`src/rtl/alu_pkg.sv`:
```
// Opcode encoding and shared types for the EX-stage execute unit and the
// decoder/control unit.
package alu_pkg;

    localparam logic [3:0] ALU_AND   = 4'b0000;
    localparam logic [3:0] ALU_OR    = 4'b0001;
    localparam logic [3:0] ALU_ADD   = 4'b0010;
    localparam logic [3:0] ALU_JR    = 4'b0011;
    localparam logic [3:0] ALU_SUB   = 4'b0110;
    localparam logic [3:0] ALU_MIN   = 4'b0111;
    localparam logic [3:0] ALU_MULTU = 4'b1000;
    localparam logic [3:0] ALU_DIVU  = 4'b1001;
    localparam logic [3:0] ALU_XNOR  = 4'b1100;

    typedef enum logic {
        IDLE,
        RUN
    } state_t;

    typedef enum logic {
        ITER_MUL,
        ITER_DIV
    } iter_mode_t;

endpackage

```
`src/rtl/alu_iter.sv`:
```
// Iterative unsigned shift-add multiplier / restoring divider. hi/lo present
// the {acc, lo} pair as it will be after the current step.
module alu_iter
    import alu_pkg::*;
#(
    parameter int WIDTH = 32
) (
    input  logic             clk,
    input  logic             reset,
    input  logic             load,
    input  logic             step,
    input  iter_mode_t       mode,
    input  logic [WIDTH-1:0] a,
    input  logic [WIDTH-1:0] b,
    output logic [WIDTH-1:0] hi,
    output logic [WIDTH-1:0] lo
);

    logic [WIDTH-1:0] acc_q;
    logic [WIDTH-1:0] lo_q;
    logic [WIDTH-1:0] opnd_q;
    logic [WIDTH:0]   sum;
    logic [WIDTH:0]   shifted;
    logic             ge;

    always_comb begin
        // NOTE: every combinational output gets a default first so no path
        // leaves it unassigned, which would infer a latch.
        hi      = acc_q;
        lo      = lo_q;
        sum     = '0;
        shifted = '0;
        ge      = 1'b0;
        if (mode == ITER_MUL) begin
            sum = {1'b0, acc_q} + {1'b0, opnd_q & {WIDTH{lo_q[0]}}};
            hi  = sum[WIDTH:1];
            lo  = {sum[0], lo_q[WIDTH-1:1]};
        end else begin
            // Remainder < divisor, so the difference always fits in WIDTH bits.
            shifted = {acc_q, lo_q[WIDTH-1]};
            ge      = (shifted >= {1'b0, opnd_q});
            hi      = ge ? (shifted[WIDTH-1:0] - opnd_q) : shifted[WIDTH-1:0];
            lo      = {lo_q[WIDTH-2:0], ge};
        end
    end

    // NOTE: sequential state uses non-blocking assignments so every register
    // samples pre-edge values regardless of statement order.
    always_ff @(posedge clk) begin
        if (reset) begin
            acc_q  <= '0;
            lo_q   <= '0;
            opnd_q <= '0;
        end else if (load) begin
            acc_q  <= '0;
            lo_q   <= a;
            opnd_q <= b;
        end else if (step) begin
            acc_q <= hi;
            lo_q  <= lo;
        end
    end

endmodule

```
`src/rtl/alu_seq.sv`:
```
// Registered, handshaked EX-stage ALU: single-cycle ops complete in one clock,
// MULTU/DIVU run WIDTH iterations in alu_iter while busy stalls the pipeline.
module alu_seq
    import alu_pkg::*;
#(
    parameter  int WIDTH = 32,
    localparam int CNT_W = $clog2(WIDTH) + 1
) (
    input  logic             clk,
    input  logic             reset,
    input  logic             start,
    input  logic [WIDTH-1:0] a,
    input  logic [WIDTH-1:0] b,
    input  logic [3:0]       alu_control,
    output logic             busy,
    output logic             done,
    output logic [WIDTH-1:0] result,
    output logic [WIDTH-1:0] hi,
    output logic             zero,
    output logic             div_by_zero
);

    state_t           state;
    iter_mode_t       mode_q;
    logic [CNT_W-1:0] count;
    logic             dbz_pend;
    logic             accept;
    logic             is_iter;
    logic [WIDTH-1:0] sc_result;
    logic [WIDTH-1:0] iter_hi;
    logic [WIDTH-1:0] iter_lo;

    assign accept  = start && (state == IDLE);
    assign is_iter = (alu_control == ALU_MULTU) || (alu_control == ALU_DIVU);
    assign busy    = (state == RUN);

    always_comb begin
        sc_result = '0;
        case (alu_control)
            ALU_AND:  sc_result = a & b;
            ALU_OR:   sc_result = a | b;
            ALU_ADD:  sc_result = a + b;
            ALU_SUB:  sc_result = a - b;
            ALU_MIN:  sc_result = (a > b) ? b : a;
            ALU_XNOR: sc_result = ~(a ^ b);
            ALU_JR:   sc_result = a;
            default:  sc_result = '0;
        endcase
    end

    alu_iter #(
        .WIDTH(WIDTH)
    ) u_iter (
        .clk  (clk),
        .reset(reset),
        .load (accept && is_iter),
        .step (state == RUN),
        .mode (mode_q),
        .a    (a),
        .b    (b),
        .hi   (iter_hi),
        .lo   (iter_lo)
    );

    always_ff @(posedge clk) begin
        if (reset) begin
            state       <= IDLE;
            mode_q      <= ITER_MUL;
            count       <= '0;
            dbz_pend    <= 1'b0;
            done        <= 1'b0;
            result      <= '0;
            hi          <= '0;
            zero        <= 1'b1;
            div_by_zero <= 1'b0;
        end else begin
            done <= 1'b0;
            case (state)
                IDLE: begin
                    if (accept) begin
                        if (is_iter) begin
                            state    <= RUN;
                            count    <= CNT_W'(WIDTH);
                            mode_q   <= (alu_control == ALU_DIVU) ? ITER_DIV : ITER_MUL;
                            dbz_pend <= (alu_control == ALU_DIVU) && (b == '0);
                        end else begin
                            done        <= 1'b1;
                            result      <= sc_result;
                            hi          <= '0;
                            zero        <= (sc_result == '0);
                            div_by_zero <= 1'b0;
                        end
                    end
                end
                RUN: begin
                    count <= count - 1'b1;
                    // The final step's outcome is written straight to the outputs.
                    if (count == CNT_W'(1)) begin
                        state       <= IDLE;
                        done        <= 1'b1;
                        result      <= iter_lo;
                        hi          <= iter_hi;
                        zero        <= (iter_lo == '0);
                        div_by_zero <= dbz_pend;
                    end
                end
                default: state <= IDLE;
            endcase
        end
    end

endmodule
```
`config.mk`:
```
export PLATFORM = sky130hd
export DESIGN_NAME = alu_seq
export DESIGN_NICKNAME = d
export VERILOG_FILES = /design/src/rtl/alu_pkg.sv /design/src/rtl/alu_iter.sv /design/src/rtl/alu_seq.sv
export SDC_FILE = /design/constraint.sdc
export NUM_CORES = 1
export LEC_CHECK = 0
export CORE_MARGIN = 2
export CORE_UTILIZATION = 47
export CTS_CLUSTER_SIZE = 10
export DETAILED_ROUTE_END_ITERATION = 7
export DONT_BUFFER_PORTS = 1
export HOLD_SLACK_MARGIN = 0.06
export PLACE_DENSITY = 0.62
export SETUP_SLACK_MARGIN = 0.5
export SYNTH_ARGS = -nofsm -noshare
export SYNTH_HDL_FRONTEND = slang
export SYNTH_SLANG_ARGS = --single-unit
```
`constraint.sdc`:
```
create_clock -name clk -period 4.7 [get_ports clk]
set_input_delay 0.235 -clock clk [delete_from_list [all_inputs] [get_ports clk]]
set_output_delay 0.235 -clock clk [all_outputs]
set_load 0.01 [all_outputs]
```
==> flow_summary_export.csv <==
group,metric,value,unit
setup_path,r2r-end,"u_iter.acc_q[30]$_SDFFE_PP0P_",
clocking,htree_levels,4,
clocking,cts_setup_buffers,0,
sta,slew_violations,0,
power_and_ir_drop,powerDensity,251,nW/µm²
global_route,grt-ovfl-total,0,
setup_path,critPathRequiredTime,5.08,ns
yosys,synth.net_count,2671,
power_and_ir_drop,vdd_drop_max,260,µV
sta,fin_skew,0.0127,ns
sta,hold_ws,0.0918,ns
yosys,yosys_register_bits,172,
routing,routedWlPerCell,24.4,µm
clocking,cts_buffers,17,
global_route,gr-usage-met3,4.41,%
routing,drc,0,
sta,grt_setup_unrepaired,"no",
floorplanning,num_io_pins,139,
yosys,synth_largest_area_cell,"dfxtp_1",
power_and_ir_drop,p_leak,7.74,nW
yosys,post_synth.cell_area_avg,7.16,µm²
flow_run,cap_violations,0,
routing,vias,19000,
floorplanning,die_area,38600,µm²
final_layout,fin_util,52.4,%
place,dp_hpwl,53.2,mm
worst_hold_path,min_path_type,"in2reg",
floorplanning,die_x,196,µm
setup_path,crit_end,"u_iter.acc_q[30]$_SDFFE_PP0P_",
setup_path,r2r-start,"u_iter.lo_q[31]$_SDFFE_PP0P_",
sta,finalHoldViolCount,0,
clocking,clk_pin_slew,0.08,ns
floorplanning,core,36500,µm²
sta,worst_slew_pin_slew,1.13,ns
final_layout,mostFrequentLayoutCell,"nand2_1",
sta,period_needed,4.02,ns
final_layout,fin_nets,2666,
clocking,cts_tree,"yes",
place,portBuffers,0,
outcome,status,"finished, final reports clean",
yosys,seq_area_frac_synth,19.8,%
setup_path,arrival,4.40,ns
clocking,clk_latency,0.45,ns
sta,setup_viol,0,
yosys,synthFlopType,"dfxtp_1",
final_layout,drive_above_1_share,6.15,%
global_route,grt_use_total,36.1,%
sta,setup_tns,0,ns
yosys,synth_edf_count,0,
final_layout,area_delta_synth_final,10.1,%
routing,wl,71.0,mm
clocking,cts-root-buf,"clkbuf_16",
yosys,yosys.area.top_type_share,19.8,%
global_route,grtUsageMet2,59.3,%
setup_path,cp-startpoint,"u_iter.lo_q[31]$_SDFFE_PP0P_",
yosys,synth_area,17400,µm²
yosys,yosys_warnings,0,
setup_path,worstRegToRegCells,14,
setup_path,reg2reg_slack,0.68,ns
clocking,numClockSinks,172,
global_route,antenna_found_initial,0,
sta,relSlewSlack,23.7,%
global_route,grt_use_met1,46.4,%
global_route,grt_pass1_wl,109,mm
sta,fin_crit_sh,85.6,%
yosys,synth_cell_type_count,95,
routing,vias_per_cell,6.53,
setup_path,crit_path_end_kind,"register",
sta,layout_setup_ws,0.676,ns
floorplanning,rows,70,
yosys,syn_inst,2430,
clocking,clockBufferDepth,2,
place,gp_congestion,0.994,
routing,drt_iter0_drc,1894,
final_layout,layout_common_cells,"339 x nand2_1, 258 x a21oi_1, 170 x dfxtp_1",
setup_path,crit_path_start_kind,"register",
place,preCtsSetupSlack,0.337,ns
global_route,top_usage_layer,"met2",
routing,drt_pass1_iterations,7,
global_route,grt_max_degree,111,
yosys,synth_area_leaders,"dfxtp_1 20%, ha_1 12%, a21oi_1 7.4%",
floorplanning,start_util,47.6,%
yosys,synth_async_sr_flop_share,0,%
setup_path,worst-setup-path-type,"reg2reg",
sta,fmax,248,MHz
floorplanning,fp.dieH,196,µm
global_route,grt_pass1_vias,18200,
routing,antenna_left,0,
setup_path,critical_path.max_fanout,3,
final_layout,antenna_cells,0,
through the flow:
step | area [µm²] | total power, mW | std cells
3_5_place_dp | 17900 | 3.22 | 2810
6_report | 19200 | 4.80 | 2906
3_3_place_gp | 17900 | 3.21 | 2810
4_1_cts | 19100 | 4.78 | 2906
5_1_grt | 19200 | 5.03 | 2906
2_1_floorplan | 17400 | 2.74 | 2430
timing repair:
action | 4_1_cts | 5_1_grt
resized for setup | 0 | 2
hold buffers | 64 | 0
hold endpoints to repair | 110 | 0
endpoints found under the setup margin | 0 | 2
sequential cells by signal (all words and copies together), names as in the netlist:
| signal | count |
|---|---|
| dbz_pend | 1 |
| done | 1 |
| u_iter.lo_q | 32 |
| mode_q | 1 |
| busy | 1 |
| u_iter.opnd_q | 32 |
| result | 32 |
| hi | 32 |
| u_iter.acc_q | 32 |
| div_by_zero | 1 |
| zero | 1 |
| count | 6 |
routing by layer:
layer	routed length [µm]	part of all wire, %
met4	3920	5.5
met2	32600	46
met3	5010	7.1
met1	29500	42
met5	0	0
power by group:
group | leakage (nW) | switching (mW) | internal, mW
logic | 6.05 | 1.06 | 0.653
registers | 1.40 | 0.0740 | 1.51
clock network | 0.296 | 0.681 | 0.820
synth_stat cells, types with 34 or more instances:
cell type / count
nand3_1: 41
a31oi_1: 47
a21oi_1: 258
inv_1: 148
nand2_1: 339
o21ai_0: 137
dfxtp_1: 172
a211oi_1: 48
nor3_1: 50
xnor2_1: 51
nor2_1: 173
and2_1: 55
o211ai_1: 34
a21o_1: 52
clkbuf_1: 121
ha_1: 166
final cells by class:
class	instances	area (µm²)
tap	468	586
inverter	154	578
fill	3719	17400
clock inverter	14	170
multi-input combinational	1958	12800
clock buffer	18	439
sequential	172	3450
timing repair buffer	122	1130
cell families after synthesis:
family | count (synthesis) | synth area share (%)
adder cells (fa/ha/maj) | 170 | 12.4
flip-flops | 172 | 19.8
multiplexers | 36 | 2.17
XOR/XNOR | 70 | 3.53
buffers and inverters | 300 | 6.79
AO/OA/AOI/OAI | 838 | 32.2
AND/OR/NAND/NOR | 844 | 23.1
worst max-delay path: stages, from the launching register on:
cell and delay (ns):
dfxtp_1 0.31, inv_1 0.17, ha_1 0.21, inv_1 0.05, fa_1 0.40, a21o_1 0.17
a21oi_1 0.28, nor2_1 0.07, o31ai_1 0.48, a211oi_1 0.24, or3_1 0.43, o211a_1 0.26
or4_1 0.51, a41o_1 0.24, o21ai_0 0.14
worst min-delay path by stage:
stage / depth (start not counted) / end / slack (ns) / from
floorplan: 2 / u_iter.opnd_q[10]$_SDFFE_PP0P_ / 0.37 / b[10]
global placement: 1 / hi[11]$_SDFFE_PP0P_ / 0.31 / reset
detailed placement: 1 / hi[11]$_SDFFE_PP0P_ / 0.32 / reset
CTS: 3 / u_iter.lo_q[0]$_SDFFE_PP0P_ / 0.08 / a[0]
global route: 3 / u_iter.lo_q[0]$_SDFFE_PP0P_ / 0.10 / a[0]
finish: 3 / u_iter.lo_q[0]$_SDFFE_PP0P_ / 0.09 / a[0]
No activity file was read; power rests on OpenSTA's default activity.
